**config.mk**
```make
export PLATFORM = sky130hd
export DESIGN_NAME = parity_frame_gen
export DESIGN_NICKNAME = d
export VERILOG_FILES = /design/src/rtl/parity_frame_gen_pkg.sv /design/src/rtl/parity_frame_timer.sv /design/src/rtl/parity_frame_gen.sv
export SDC_FILE = /design/constraint.sdc
export NUM_CORES = 1
export LEC_CHECK = 0
export BUFFER_PORTS_ARGS = -buffer_cell sky130_fd_sc_hd__buf_2
export CAP_MARGIN = 0
export CORE_ASPECT_RATIO = 0.8
export CORE_MARGIN = 4
export CORE_UTILIZATION = 34
export DETAILED_ROUTE_END_ITERATION = 7
export HOLD_SLACK_MARGIN = 0.05
export SLEW_MARGIN = 25
export SYNTH_ARGS = -nofsm -noshare
export SYNTH_HDL_FRONTEND = slang
export SYNTH_SLANG_ARGS = --single-unit
export TNS_END_PERCENT = 20
```
**constraint.sdc**
```tcl
create_clock -name clk -period 3.1 [get_ports clk]
set_input_delay 0.465 -clock clk [delete_from_list [all_inputs] [get_ports clk]]
set_output_delay 0.465 -clock clk [all_outputs]
set_load 0.02 [all_outputs]
```
**src/rtl/parity_frame_gen_pkg.sv**
```systemverilog
// Shared definitions for the parity frame generator and its downstream checker bench.
package parity_frame_gen_pkg;

  typedef enum logic [1:0] {
    IDLE = 2'd0,
    HOLD = 2'd1,
    GAP  = 2'd2
  } state_t;

  // Returns 1 when the word has an odd number of ones, so appending it gives even parity.
  function automatic logic parity4(input logic [3:0] data);
    return ^data;
  endfunction

endpackage

```
**src/rtl/parity_frame_timer.sv**
```systemverilog
// Loadable down-counter; done is high while the count sits at zero.
module parity_frame_timer
  import parity_frame_gen_pkg::*;
#(
  parameter int W = 2
) (
  input  logic         clk,
  input  logic         rst,
  input  logic         load,
  input  logic [W-1:0] load_value,
  output logic         done
);

  logic [W-1:0] count;

  always_ff @(posedge clk) begin
    if (rst) begin
      count <= '0;
    end else if (load) begin
      count <= load_value;
    end else if (count != '0) begin
      count <= count - W'(1);
    end
  end

  assign done = (count == '0);

endmodule

```
**src/rtl/parity_frame_gen.sv**
```systemverilog
// Accepts a 4-bit word, presents {a,b,c,d,p} for HOLD_CYCLES cycles, then idles for GAP_CYCLES.
module parity_frame_gen
  import parity_frame_gen_pkg::*;
#(
  parameter int HOLD_CYCLES = 4,
  parameter int GAP_CYCLES  = 1,
  parameter int CNT_W       = 8
) (
  input  logic             clk,
  input  logic             rst,
  input  logic             in_valid,
  output logic             in_ready,
  input  logic [3:0]       in_data,
  input  logic             inject_err,
  output logic             a,
  output logic             b,
  output logic             c,
  output logic             d,
  output logic             p,
  output logic             frame_valid,
  output logic [CNT_W-1:0] frame_cnt,
  output logic [CNT_W-1:0] err_cnt
);

  localparam int HOLD_LOAD = HOLD_CYCLES - 1;
  localparam int GAP_LOAD  = (GAP_CYCLES > 0) ? GAP_CYCLES - 1 : 0;
  localparam int MAX_LOAD  = (HOLD_LOAD > GAP_LOAD) ? HOLD_LOAD : GAP_LOAD;
  localparam int TIMER_W   = (MAX_LOAD > 0) ? $clog2(MAX_LOAD + 1) : 1;

  state_t               state;
  state_t               state_next;
  logic                 accept;
  logic                 timer_load;
  logic [TIMER_W-1:0]   timer_value;
  logic                 timer_done;

  assign accept = in_valid && in_ready;

  parity_frame_timer #(
    .W (TIMER_W)
  ) u_timer (
    .clk        (clk),
    .rst        (rst),
    .load       (timer_load),
    .load_value (timer_value),
    .done       (timer_done)
  );

  always_ff @(posedge clk) begin
    if (rst) begin
      state <= IDLE;
    end else begin
      state <= state_next;
    end
  end

  // The shared timer is reloaded on entry to HOLD and again on entry to GAP.
  always_comb begin
    state_next  = state;
    timer_load  = 1'b0;
    timer_value = '0;
    case (state)
      IDLE: begin
        if (accept) begin
          state_next  = HOLD;
          timer_load  = 1'b1;
          timer_value = TIMER_W'(HOLD_LOAD);
        end
      end
      HOLD: begin
        if (timer_done) begin
          if (GAP_CYCLES == 0) begin
            state_next = IDLE;
          end else begin
            state_next  = GAP;
            timer_load  = 1'b1;
            timer_value = TIMER_W'(GAP_LOAD);
          end
        end
      end
      GAP: begin
        if (timer_done) begin
          state_next = IDLE;
        end
      end
      default: begin
        state_next = IDLE;
      end
    endcase
  end

  always_comb begin
    in_ready    = (state == IDLE) && !rst;
    frame_valid = (state == HOLD);
  end

  // Frame bits persist through GAP and IDLE until the next accept.
  always_ff @(posedge clk) begin
    if (rst) begin
      {a, b, c, d} <= 4'b0000;
      p            <= 1'b0;
    end else if (accept) begin
      {a, b, c, d} <= in_data;
      p            <= parity4(in_data) ^ inject_err;
    end
  end

  always_ff @(posedge clk) begin
    if (rst) begin
      frame_cnt <= '0;
      err_cnt   <= '0;
    end else if (accept) begin
      frame_cnt <= frame_cnt + CNT_W'(1);
      err_cnt   <= err_cnt + CNT_W'(inject_err);
    end
  end

endmodule

```
### After elaboration in Yosys (flattened, before gate mapping)

Cells that the tools add are included.

| word-level totals | value |
|---|---|
| flip-flop bits (word level) | 25 |

| operators by class | value |
|---|---|
| $add $sub $neg | 3 |
| eq/ne operators | 5 |
| multiplexer cells | 11 |
| bitwise gates (word level) | 1 |
| reductions and logical operators | 9 |

Operators by type and width:

| operator | count |
|---|---|
| 2-bit two-way mux | 7 |
| 8-bit by 1-bit adder with 8-bit output | 1 |
| 8-bit by 1-bit adder with 8-bit output (second input constant) | 1 |
| 2-bit one-hot mux with 3 select lines | 1 |
| 2-bit zero test | 2 |
| 2-bit != test (second input constant) | 2 |
| 2-bit nonzero test | 2 |
| 4-bit parity | 1 |
| 3-bit AND reduction | 1 |
| 2-bit by 1-bit equality test with 1-bit output (second input constant) | 1 |
| 2-bit equality test (second input constant) | 1 |
| 1-bit logical AND | 2 |
| 1-bit two-way mux | 2 |
| 2-bit by 1-bit != test with 1-bit output (second input constant) | 1 |
| 1-bit one-hot mux with 2 select lines | 1 |
| 2-bit by 1-bit subtractor with 2-bit output (second input constant) | 1 |
| 1-bit zero test | 1 |
| 1-bit XOR | 1 |

### Logic depth before layout (Yosys ltp)

| logic depth | value |
|---|---|
| word-level depth | 6 |
| mapped depth | 7 |
| gate-level depth less buffers | 5 |

### Hierarchy

A second synthesis with hierarchy kept.

| unflattened totals | value |
|---|---|
| cell total of the unflattened synthesis | 136 |
| area total of the unflattened synthesis | 1172.4 µm² |

By module, submodules not included:

| module | instances | cells each | area an instance (µm²) | seq. area each (µm²) |
|---|---|---|---|---|
| parity_frame_gen | 1 | 124 | 1051.0 | 460.4 |
| parity_frame_timer | 1 | 12 | 121.4 | 40.0 |

### Worst setup path before layout

Ideal clock, no wire load.

| path | value |
|---|---|
| path kind | input to register |
| start point | in rst |
| end point | reg err_cnt[3] |
| library setup time | 0.070 ns |
| arrival time | 1.883 ns |
| setup slack | 1.146 ns |
| stages on the path | 6 |
| path buffers | 3 |
| cell sequence | buf_6 -> or4b_4 -> buf_6 -> buf_6 -> or4_1 -> a21oi_1 |

| between the ends | value |
|---|---|
| cells in the longest elaborated chain, start to end | 3 |

RTL lines:

| element | line | RTL |
|---|---|---|
| start, declared | parity_frame_gen.sv:10 | `input logic rst,` |
| 1-bit zero test | parity_frame_gen.sv:93 | `in_ready = (state == IDLE) && !rst;` |
| 1-bit logical AND | parity_frame_gen.sv:93 |  |
| 1-bit logical AND | parity_frame_gen.sv:37 | `assign accept = in_valid && in_ready;` |
| end signal, assigned | parity_frame_gen.sv:114 | `err_cnt <= err_cnt + CNT_W'(inject_err);` |
| end, declared | parity_frame_gen.sv:22 | `output logic [CNT_W-1:0] err_cnt` |

Several ways; a longest one is shown, not always the timed one.
A chain may end at the register's enable or synchronous reset.

### Final worst setup path

| path | value |
|---|---|
| start point | in rst |
| end point | reg err_cnt[7] |

Same word-level chain as after synthesis.

==> results summary <==
The run finished with clean final reports. The pre-antenna-repair detailed-routing pass consisted of 4 iterations. The longest clock path from root to sink contains 2 buffers. The gate count after technology mapping came out at 131. For flop-to-flop paths, the worst setup slack is 1250 ps. The relative slew slack came out at 39.6%. In this run the number of H-tree levels came out at 1. Sequential cells were found to cover 43.6% of the synthesized design area. The path category of the worst min-delay check is in -> reg.

Among cell families on the critical path, the largest total delay comes from simple AND/OR/NAND/NOR gates. The final worst setup slack came out at 1140 ps. Per report_power, the clock group accounts for 25.5% of the total. The finished layout holds 198 standard cells, fillers aside.

The number of warning messages in the yosys log came out at 0. The initial antenna violation count was 0. The signal on the critical path passes through buf_2 > or4b_4 > or4_1 > a21oi_1. The flip-flop cell with the highest count after synthesis is sky130_fd_sc_hd__dfxtp_1. The stage delay of the slowest cell on the critical path is 720 ps. The fraction of registers with async set or reset after synthesis came out at 0%.

Internal power comes to 0.000509 W. Measured along the x axis, the die boundary spans 72.9 µm. The cell area that synthesis handed to floorplanning was 1150 µm². The largest driver fanout on the critical path came out at 34. The number of vias in the routed layout came out at 1036. The static power due to leakage is 0.540 nW.

The first global-routing pass estimated 3890 µm of wire. TritonCTS built the clock tree. The worst clock skew is 1.03 ps. The number of cells upsized or downsized after cts came out at 0. After detailed routing, the average wire length per cell comes to 12.1 µm. The number of setup violations in the final report is 0. The final clock period utilization by the worst path is 63.1%. The residual antenna-violating net count after detailed routing is 0. Setup repair after global routing left no endpoint under its margin. The antenna diode instance count is 0. The die covers 4370 µm². The buffering stage count on the worst path with inverters included is 1. The initial cell density of the core came out at 36.4%. The worst setup path category is in -> reg. The routed design has 2390 µm of wire. The post-synthesis net count came out at 143. By instance count, the leading cell after synthesis is sky130_fd_sc_hd__dfxtp_1. Static timing analysis puts the maximum clock frequency at 511 MHz. The share of layout cells above drive strength 1 is 22.8%. Ranked by instance count, the synthesized netlist is headed by sky130_fd_sc_hd__dfxtp_1 (25), sky130_fd_sc_hd__a21oi_1 (21), sky130_fd_sc_hd__nand2_1 (18).

In this run, placement finished with an instance count of 194. The die outline height came out at 60.0 µm. For this design, the slowest cell found on the critical path is sky130_fd_sc_hd__or4b_4.

The tool flagged a number of max-cap violations equal to 0. The number of synthesized register bits is 25. The overflow left after global routing came out at 0. For the worst-skew pair, the clock arrives at the later sink with an insertion delay of 260 ps. The smallest hold slack is 449 ps. The capturing element type of the critical path is a flip-flop. The detailed placer's ending HPWL is 1740 µm. Counting every sink on the clock net gives 25.

The number of vias per cell after detailed routing came out at 5.23. The switching share of power is 30.8%. Sorting the synthesized cells by area gives the leading types as sky130_fd_sc_hd__dfxtp_1 (44%), sky130_fd_sc_hd__a21oi_1 (9.2%), sky130_fd_sc_hd__nand2_1 (5.9%).

The peak supply drop is 0.000303 V. The count of final max-slew check failures came to 0. The number of core rows is 18. The I/O pin count is 31.

The pin slew with the least headroom to its limit came out at 904 ps. The hold buffer count at cts is 0. The number of enable flip-flop cells after synthesis came out at 0.

Per report_power, the sequential group accounts for 50.8% of the total. The worst slack at placement came out at 861 ps. The portion of total power attributed to combinational logic came out at 23.7%. The total count of hold-check failures in the final report came to 0. After layout, the minimum clock period comes to 1960 ps. STA classifies the critical path startpoint as an input pin. The cell type with the largest total area after synthesis is sky130_fd_sc_hd__dfxtp_1.

Global routing used 11.6% of the available tracks. The area growth from synthesis to layout is 17.2%. The routability-driven placement congestion ratio is 0.778. The post-CTS repair timing setup buffer count is 0. Power spread over the standard cell area amounts to 547 nW/µm².

At the end of the flow, the number of nets in the layout was 171. The number of DRC violations after detailed routing is 0. The via count of the first global-routing pass is 859. Summed over all nets, the switching power comes to 0.000227 W. The area of the core came out at 3150 µm². The fraction of post-synthesis cell area in the top cell type by area is 43.6%. The largest net degree at the start of global routing is 35. The tree is rooted in a sky130_fd_sc_hd__clkbuf_8. The number of buffers inserted by port buffering came out at 30. The total clock buffers created by CTS came out at 3.

The initial detailed-routing violation count came out at 44. The accumulated negative setup slack came out at 0 ps. A synthesized cell averages 8.76 µm².

Data arrives at the worst endpoint at 2150 ps. The critical path data required time is 3300 ps. After clock tree synthesis, the clock-pin slew on the worst setup and hold paths is 80 ps. The count of cell types in the netlist came out at 25.
tightest hold or removal path, delay by kind of cell:
family | cells | cell delay, ps
and+or+nand+nor | 1 | 50
AOI/OAI and AO/OA | 1 | 50
buffers and inverters | 1 | 110
path summary, 6_finish.rpt:
kind | end | from | cells after the start
max reg2reg | err_cnt[7] | state[1] | 3
min reg2reg | a | a | 2
min | a | in_data[3] | 3
max | err_cnt[7] | rst | 4
through the flow:
step / power [W] / cell area [µm²] / utilization, %
final: 0.000736 / 1350 / 42.7
after global routing: 0.000795 / 1350 / 42.7
after CTS: 0.000748 / 1350 / 42.7
after detailed placement: 0.000558 / 1300 / 41.2
after global placement: 0.000555 / 1300 / 41.2
after floorplan: 0.000520 / 1150 / -
cell type report:
class                   count  area [µm²]
clock buffers               3        41.3
flip-flops and latches     25         500
clock inverters             1        5.00
multi-input cells          94         579
well taps                  40        50.0
inverters                   5        18.8
repair buffers             30         150
fillers                   344        1810
cell usage in the layout (no fill, tap or decap):
master                     netlist  layout
sky130_fd_sc_hd__a21o_1          1       1
sky130_fd_sc_hd__or4_1           8       8
sky130_fd_sc_hd__and2_1          1       1
sky130_fd_sc_hd__a31oi_1         1       1
sky130_fd_sc_hd__o21ai_0         5       5
sky130_fd_sc_hd__clkbuf_8        0       3
sky130_fd_sc_hd__nor3_1          1       1
sky130_fd_sc_hd__xnor3_1         1       1
sky130_fd_sc_hd__nor2_1          5       5
sky130_fd_sc_hd__buf_2           0      30
sky130_fd_sc_hd__a22oi_1         1       1
sky130_fd_sc_hd__nor4b_2         1       1
sky130_fd_sc_hd__nand2b_1        1       1
sky130_fd_sc_hd__dfxtp_1        25      25
sky130_fd_sc_hd__or3_1           3       3
sky130_fd_sc_hd__clkinv_2        0       1
sky130_fd_sc_hd__nand2_1        18      18
sky130_fd_sc_hd__inv_1           5       5
sky130_fd_sc_hd__a21oi_1        21      21
sky130_fd_sc_hd__ha_1            4       4
sky130_fd_sc_hd__o31ai_1         9       9
sky130_fd_sc_hd__or4b_4          1       1
sky130_fd_sc_hd__nand3_1         6       6
sky130_fd_sc_hd__nand4_1         2       2
sky130_fd_sc_hd__xnor2_1         3       3
sky130_fd_sc_hd__nand3b_1        1       1
power groups by stage:
stage	clock network, W	registers, W	logic, W
CTS	0.000197	0.000373	0.000177
global placement	0	0.000380	0.000175
finish	0.000188	0.000374	0.000174
floorplan	0	0.000389	0.000132
global route	0.000213	0.000379	0.000202
detailed placement	0	0.000380	0.000178
sequential cells by signal (all words and copies together), names as in the netlist:
| register | flops |
|---|---|
| u_timer.count | 2 |
| b | 1 |
| c | 1 |
| err_cnt | 8 |
| p | 1 |
| frame_cnt | 8 |
| a | 1 |
| d | 1 |
| state | 2 |
logic make-up (layout without fill, tap and decap cells):
kind of cell               after synthesis  count (layout)  share of synthesized area [%]
adders and majority gates                4               4                           4.36
AOI/OAI and AO/OA                       38              38                           19.1
and+or+nand+nor                         48              48                           22.8
buffers and inverters                   12              39                           5.89
DFF                                     25              25                           43.6
xor gates and xnor gates                 4               4                           4.25
routing by layer:
layer / up-vias / GRT usage, % / routed length [µm]
met5: - / 0 / 0
met4: 0 / 3.95 / 24
met3: 2 / 4.37 / 193
met2: 33 / 18.3 / 1000
met1: 475 / 14.6 / 1170
li1: 526 / - / -
Power figures use the tool's default switching activity.
